<file path="config.mk">
export PLATFORM = sky130hd
export DESIGN_NAME = ldm_stm_sequencer
export DESIGN_NICKNAME = d
export VERILOG_FILES = /design/src/rtl/ldm_stm_sequencer.sv
export SDC_FILE = /design/constraint.sdc
export NUM_CORES = 1
export LEC_CHECK = 0
export BUFFER_PORTS_ARGS = -buffer_cell sky130_fd_sc_hd__buf_4
export CAP_MARGIN = 30
export CELL_PAD_IN_SITES_DETAIL_PLACEMENT = 1
export CELL_PAD_IN_SITES_GLOBAL_PLACEMENT = 1
export CORE_MARGIN = 2
export CORE_UTILIZATION = 45
export DETAILED_ROUTE_END_ITERATION = 6
export PLACE_DENSITY = 0.85
export SLEW_MARGIN = 20
export SYNTH_ARGS = -nofsm -noshare
export SYNTH_HDL_FRONTEND = slang
export SYNTH_SLANG_ARGS = --single-unit
</file>
<file path="constraint.sdc">
create_clock -name clk -period 11.9 [get_ports clk]
set_input_delay 1.19 -clock clk [delete_from_list [all_inputs] [get_ports clk]]
set_output_delay 1.19 -clock clk [all_outputs]
set_load 0.02 [all_outputs]
</file>
<file path="src/rtl/ldm_stm_sequencer.sv">
// ldm_stm_sequencer: multi-cycle LDM/STM engine, one register per cycle.
// Ports: clk/reset (sync, active-high); i_start + request fields
//   (i_is_load, i_pre, i_up, i_wback, i_base_reg, i_base_val, i_reg_list);
//   register-file port (o_rf_raddr/i_rf_rdata, o_rf_we/o_rf_waddr/o_rf_wdata);
//   memory port (o_mem_re, o_mem_we, o_mem_addr, o_mem_wdata, i_mem_rdata);
//   status o_busy, o_done.
// Optional macro SEQ_PC_REDIRECT_EN adds o_pc_redir/o_pc_target; a loaded
//   R15 then redirects the PC instead of writing the register file.
module ldm_stm_sequencer #(
  parameter int AW = 32,
  parameter int DW = 32
) (
  input  logic          clk,
  input  logic          reset,
  input  logic          i_start,
  input  logic          i_is_load,
  input  logic          i_pre,
  input  logic          i_up,
  input  logic          i_wback,
  input  logic [3:0]    i_base_reg,
  input  logic [DW-1:0] i_base_val,
  input  logic [15:0]   i_reg_list,
  output logic [3:0]    o_rf_raddr,
  input  logic [DW-1:0] i_rf_rdata,
  output logic          o_rf_we,
  output logic [3:0]    o_rf_waddr,
  output logic [DW-1:0] o_rf_wdata,
  output logic          o_mem_re,
  output logic          o_mem_we,
  output logic [AW-1:0] o_mem_addr,
  output logic [DW-1:0] o_mem_wdata,
  input  logic [DW-1:0] i_mem_rdata,
  output logic          o_busy,
  output logic          o_done
`ifdef SEQ_PC_REDIRECT_EN
  ,
  output logic          o_pc_redir,
  output logic [AW-1:0] o_pc_target
`endif
);

  typedef enum logic [1:0] {
    S_IDLE,
    S_XFER,
    S_WB,
    S_DONE
  } state_t;

  state_t        r_state, w_state_n;

  logic [15:0]   r_mask, w_mask_n;
  logic [AW-1:0] r_addr, w_addr_n;
  logic          r_is_load, w_is_load_n;
  logic          r_wb_en, w_wb_en_n;
  logic [3:0]    r_base_reg, w_base_reg_n;
  logic [DW-1:0] r_wb_val, w_wb_val_n;
  logic          r_pend, w_pend_n;
  logic [3:0]    r_pend_reg, w_pend_reg_n;
  logic [AW-1:0] r_pend_addr, w_pend_addr_n;

  logic [3:0]    r_rf_raddr, w_rf_raddr_n;
  logic          r_rf_we, w_rf_we_n;
  logic [3:0]    r_rf_waddr, w_rf_waddr_n;
  logic [DW-1:0] r_rf_wdata, w_rf_wdata_n;
  logic          r_mem_re, w_mem_re_n;
  logic          r_mem_we, w_mem_we_n;
  logic [AW-1:0] r_mem_addr, w_mem_addr_n;
  logic [DW-1:0] r_mem_wdata, w_mem_wdata_n;
  logic          r_busy, w_busy_n;
  logic          r_done, w_done_n;
`ifdef SEQ_PC_REDIRECT_EN
  logic          r_pc_redir, w_pc_redir_n;
  logic [AW-1:0] r_pc_target, w_pc_target_n;
`endif

  logic [4:0]    w_cnt;
  logic [AW-1:0] w_n4a;
  logic [DW-1:0] w_n4d;
  logic [AW-1:0] w_base;
  logic [AW-1:0] w_start_addr;
  logic [DW-1:0] w_wb_val;
  logic          w_wb_en;
  logic [15:0]   w_cur_mask;
  logic [AW-1:0] w_cur_addr;
  logic          w_cur_load;
  logic [3:0]    w_idx;
  logic          w_issue;
  logic          w_complete;

  // Request decode, valid only while IDLE.
  always_comb begin
    w_cnt = '0;
    for (int i = 0; i < 16; i++)
      w_cnt = w_cnt + 5'(i_reg_list[i]);
    w_n4a = AW'({w_cnt, 2'b00});
    w_n4d = DW'({w_cnt, 2'b00});
    w_base = i_base_val[AW-1:0];
    case ({i_pre, i_up})
      2'b01:   w_start_addr = w_base;
      2'b11:   w_start_addr = w_base + AW'(4);
      2'b00:   w_start_addr = w_base - w_n4a + AW'(4);
      default: w_start_addr = w_base - w_n4a;
    endcase
    w_wb_val = i_up ? i_base_val + w_n4d
                    : i_base_val - w_n4d;
    // A loaded base overrides writeback.
    w_wb_en = i_wback && (w_cnt != 5'd0) &&
              !(i_is_load && i_reg_list[i_base_reg]);
  end

  // The first issue happens on the accept edge, so the
  // mask/address come straight from the request in IDLE.
  always_comb begin
    w_cur_mask = (r_state == S_IDLE) ? i_reg_list : r_mask;
    w_cur_addr = (r_state == S_IDLE) ? w_start_addr : r_addr;
    w_cur_load = (r_state == S_IDLE) ? i_is_load : r_is_load;
    w_idx = '0;
    for (int i = 15; i >= 0; i--)
      if (w_cur_mask[i]) w_idx = 4'(i);
  end

  always_comb begin
    w_state_n     = r_state;
    w_mask_n      = r_mask;
    w_addr_n      = r_addr;
    w_is_load_n   = r_is_load;
    w_wb_en_n     = r_wb_en;
    w_base_reg_n  = r_base_reg;
    w_wb_val_n    = r_wb_val;
    w_pend_n      = 1'b0;
    w_pend_reg_n  = r_pend_reg;
    w_pend_addr_n = r_pend_addr;
    w_rf_raddr_n  = '0;
    w_rf_we_n     = 1'b0;
    w_rf_waddr_n  = '0;
    w_rf_wdata_n  = '0;
    w_mem_re_n    = 1'b0;
    w_mem_we_n    = 1'b0;
    w_mem_addr_n  = '0;
    w_mem_wdata_n = '0;
`ifdef SEQ_PC_REDIRECT_EN
    w_pc_redir_n  = 1'b0;
    w_pc_target_n = '0;
`endif
    w_issue       = 1'b0;
    w_complete    = 1'b0;

    case (r_state)
      S_IDLE: begin
        if (i_start) begin
          w_is_load_n  = i_is_load;
          w_wb_en_n    = w_wb_en;
          w_base_reg_n = i_base_reg;
          w_wb_val_n   = w_wb_val;
          if (i_reg_list == 16'd0) begin
            w_state_n = S_DONE;
          end else begin
            w_state_n = S_XFER;
            w_issue   = 1'b1;
          end
        end
      end
      S_XFER: begin
        w_issue    = |w_cur_mask;
        w_complete = r_pend;
        // Leave only once the last completion has been shown.
        if (!w_issue && !r_pend)
          w_state_n = r_wb_en ? S_WB : S_DONE;
      end
      S_WB: begin
        w_rf_we_n    = 1'b1;
        w_rf_waddr_n = r_base_reg;
        w_rf_wdata_n = r_wb_val;
        w_state_n    = S_DONE;
      end
      default: begin
        w_state_n = S_IDLE;
      end
    endcase

    if (w_issue) begin
      w_pend_n      = 1'b1;
      w_pend_reg_n  = w_idx;
      w_pend_addr_n = w_cur_addr;
      w_mask_n      = w_cur_mask & ~(16'd1 << w_idx);
      w_addr_n      = w_cur_addr + AW'(4);
      if (w_cur_load) begin
        w_mem_re_n   = 1'b1;
        w_mem_addr_n = w_cur_addr;
      end else begin
        w_rf_raddr_n = w_idx;
      end
    end

    // Issue and completion never share a port: a load
    // issue uses mem_addr, a load completion the rf write.
    if (w_complete) begin
      if (r_is_load) begin
`ifdef SEQ_PC_REDIRECT_EN
        if (r_pend_reg == 4'd15) begin
          w_pc_redir_n  = 1'b1;
          w_pc_target_n = {i_mem_rdata[AW-1:2], 2'b00};
        end else begin
          w_rf_we_n    = 1'b1;
          w_rf_waddr_n = r_pend_reg;
          w_rf_wdata_n = i_mem_rdata;
        end
`else
        w_rf_we_n    = 1'b1;
        w_rf_waddr_n = r_pend_reg;
        w_rf_wdata_n = i_mem_rdata;
`endif
      end else begin
        w_mem_we_n    = 1'b1;
        w_mem_addr_n  = r_pend_addr;
        w_mem_wdata_n = i_rf_rdata;
      end
    end

    w_busy_n = (w_state_n != S_IDLE);
    w_done_n = (w_state_n == S_DONE);
  end

  always_ff @(posedge clk) begin
    if (reset) begin
      r_state     <= S_IDLE;
      r_mask      <= '0;
      r_addr      <= '0;
      r_is_load   <= 1'b0;
      r_wb_en     <= 1'b0;
      r_base_reg  <= '0;
      r_wb_val    <= '0;
      r_pend      <= 1'b0;
      r_pend_reg  <= '0;
      r_pend_addr <= '0;
      r_rf_raddr  <= '0;
      r_rf_we     <= 1'b0;
      r_rf_waddr  <= '0;
      r_rf_wdata  <= '0;
      r_mem_re    <= 1'b0;
      r_mem_we    <= 1'b0;
      r_mem_addr  <= '0;
      r_mem_wdata <= '0;
      r_busy      <= 1'b0;
      r_done      <= 1'b0;
`ifdef SEQ_PC_REDIRECT_EN
      r_pc_redir  <= 1'b0;
      r_pc_target <= '0;
`endif
    end else begin
      r_state     <= w_state_n;
      r_mask      <= w_mask_n;
      r_addr      <= w_addr_n;
      r_is_load   <= w_is_load_n;
      r_wb_en     <= w_wb_en_n;
      r_base_reg  <= w_base_reg_n;
      r_wb_val    <= w_wb_val_n;
      r_pend      <= w_pend_n;
      r_pend_reg  <= w_pend_reg_n;
      r_pend_addr <= w_pend_addr_n;
      r_rf_raddr  <= w_rf_raddr_n;
      r_rf_we     <= w_rf_we_n;
      r_rf_waddr  <= w_rf_waddr_n;
      r_rf_wdata  <= w_rf_wdata_n;
      r_mem_re    <= w_mem_re_n;
      r_mem_we    <= w_mem_we_n;
      r_mem_addr  <= w_mem_addr_n;
      r_mem_wdata <= w_mem_wdata_n;
      r_busy      <= w_busy_n;
      r_done      <= w_done_n;
`ifdef SEQ_PC_REDIRECT_EN
      r_pc_redir  <= w_pc_redir_n;
      r_pc_target <= w_pc_target_n;
`endif
    end
  end

  assign o_rf_raddr  = r_rf_raddr;
  assign o_rf_we     = r_rf_we;
  assign o_rf_waddr  = r_rf_waddr;
  assign o_rf_wdata  = r_rf_wdata;
  assign o_mem_re    = r_mem_re;
  assign o_mem_we    = r_mem_we;
  assign o_mem_addr  = r_mem_addr;
  assign o_mem_wdata = r_mem_wdata;
  assign o_busy      = r_busy;
  assign o_done      = r_done;
`ifdef SEQ_PC_REDIRECT_EN
  assign o_pc_redir  = r_pc_redir;
  assign o_pc_target = r_pc_target;
`endif

endmodule

</file>
==> results_dict.tcl <==
set metrics [dict create \
    status "finished, final reports clean" \
    ir_drop_uv 97.3 \
    grt_max_degree 98 \
    fillers 3766 \
    yosysWarnings 0 \
    synth-seq-cells 232 \
    worst_path_most_repeated_cell "inv_1" \
    required_ns 12.36 \
    sw_frac_of_total 0.369 \
    synth_edf_count 0 \
    p_total_mw 2.61 \
    synth_area_per_cell_um2 7.86 \
    synth.distinct_cells 94 \
    gr-total-overflow 0 \
    via_count 14100 \
    core_area_um2 30400 \
    critical_path_class "input port to register" \
    cp_slowest_stage_delay_ns 0.67 \
    postSynthCellCount 1764 \
    p_seq_frac 0.329 \
    postRouteAntennaNets 0 \
    portBuffers 231 \
    endpoint_kind "register" \
    setup_ws_ns 2.90 \
    synth.area.top_cells "dfxtp_1 34%, nor2_1 6.0%, nand2_1 5.6%" \
    worstPathArrival_ns 9.46 \
    placed_cell_area_um2 15800 \
    critPathMaxFanout 23 \
    rsz0062_at_grt "false" \
    cts_resized 0 \
    finalMaxSlewViolations 0 \
    start_util 0.456 \
    post_cts.repair.setup_buffers 0 \
    ios 232 \
    leakage_nw 6.58 \
    antenna_found_initial 0 \
    final_cells 2331 \
    antenna_cells 0 \
    dp_cells 2285 \
    tightest_slew_ns 1.04 \
    relSlewSlack 0.306 \
    final_cell_area_um2 16600 \
    synth_nets 1921 \
    via_per_inst 6.06 \
    finClkSkew_ns 0.0148 \
    place.gp.congestion 0.960 \
    max_freq_mhz 111 \
    die_area_um2 32200 \
    setup_viol 0 \
    grt_pass1_wl_um 82000 \
    power_density_nw_per_um2 157 \
    yosys.area.top_type "dfxtp_1" \
    wl_per_cell_um 22.2 \
    maxCapViolCount 0 \
    postCtsHoldBufs 0 \
    first_global_vias 15000 \
    clock_latency_ns 0.55 \
    hpwl_um 38200 \
    die_h_um 180 \
    wirelength_um 51900 \
    yosysSeqAreaShare 0.335 \
    drtIter0Drc 844 \
    dr.pass1.iters 5 \
    rows 64 \
    clockRootBuffer "clkbuf_16" \
    power_frac_comb 0.363 \
    crit_path_start_kind "input port" \
    tns_ns 0 \
    final_util 0.546 \
    min_path_type "register to register" \
    switchingPower_mw 0.964 \
    pre_cts_slack_ns 2.04 \
    hold_viol 0 \
    async_flop_share 0 \
    yosys_most_used_dff "dfxtp_1" \
    intPower_mw 1.65 \
    areaGrowthSynthToFinish_pct 19.9 \
    synth_top_area_frac 0.335 \
    hold_slack_ns 0.451 \
    drcViolationCount 0 \
    p_clk_frac 0.308 \
    cts_buffers 26 \
    num-nets-final 2076 \
    clkTransAtPathRegs_ns 0.06 \
    min_period_ns 9.00 \
    synthesis.area_um2 13900 \
    htree_levels 1 \
    final.period_utilization 0.756 \
    yosysMostFrequentCell "dfxtp_1" \
    grt_use_total 0.311 \
    die_x_um 180 \
    cts_tree "built" \
    final_layout_size_suffix_gt1_frac 0.184 \
    cts_sinks 232 \
    ys_top_cells_by_count "232 x dfxtp_1, 221 x nor2_1, 205 x nand2_1, 130 x a21oi_1, 105 x clkbuf_1" \
    clock_path_buffers 3 \
    worst_path_max_delay_cell "o211a_1" \
]
## final cells by class
type                            count  area, µm²  share of cell area
Clock buffer                       38        746              0.0449
Multi-Input combinational cell   1355       8540               0.514
Sequential cell                   232       4640               0.279
Tap cell                          396        495              0.0298
Clock inverter                      6       91.3             0.00550
Timing Repair Buffer              254       1910               0.115
Inverter                           50        188              0.0113
## cells in the final DEF, fill, tap and decap left out, types with 11 or more instances in the layout
cell       instances
nor2_1           220
xnor2_1           52
mux2i_1           22
xor2_1            37
or3_1             20
buf_4            252
nand2b_1          16
nor3_1            49
o21ai_0           56
o211ai_1          12
a31oi_1           17
or2_2             11
a22oi_1           54
o22ai_1           19
nand2_1          204
o31ai_1           15
fa_1              12
a21oi_1          130
nand4_1           20
or4_1             16
a21o_1            11
and2_1            50
ha_1              22
nor2b_1           14
dfxtp_1          232
a211oi_1          40
nand3_1           42
and3_1            13
clkbuf_16         26
nor4_1            20
inv_1             47
## worst paths after layout
check / startpoint / end / slack [ns] / cells past startpoint
max reg2reg: r_state[1] / r_addr[31] / 7.18 / 13
min: r_wb_val[3] / r_wb_val[3] / 0.45 / 2
min reg2reg: r_wb_val[3] / r_wb_val[3] / 0.45 / 2
max: i_reg_list[0] / r_addr[31] / 2.90 / 30
## cell families (layout without fill, tap and decap cells)
logic type,count (synthesis),in the layout,synth area share
simple gates,748,748,0.272
compound gates,452,452,0.221
flops,232,232,0.335
buf+inv,177,348,0.0497
xor+xnor,90,90,0.0579
fa+ha+maj,34,34,0.0372
mux,31,31,0.0273
## critical path, delay by kind of cell
kind	cells	cell delay, ns
muxes	1	0.40
and+or+nand+nor	6	1.43
AOI/OAI and AO/OA	8	2.77
adders and majority gates	7	2.79
buffers and inverters	8	0.86
## metal layers
layer	wire length, µm	share of wire	GRT usage
met4	2150	0.041	0.131
met3	2190	0.042	0.0332
met1	21200	0.41	0.373
met2	26300	0.51	0.563
met5	0	0	0
## power by group through the flow
| stage | combinational (mW) | clock [mW] | sequential (mW) |
|---|---|---|---|
| detailed placement | 0.928 | 0 | 0.874 |
| global placement | 0.896 | 0 | 0.871 |
| finish | 0.949 | 0.803 | 0.859 |
| CTS | 0.937 | 0.815 | 0.858 |
| floorplan | 0.644 | 0 | 0.875 |
| global route | 1.03 | 0.844 | 0.863 |
(Power assumes the default switching activity.)
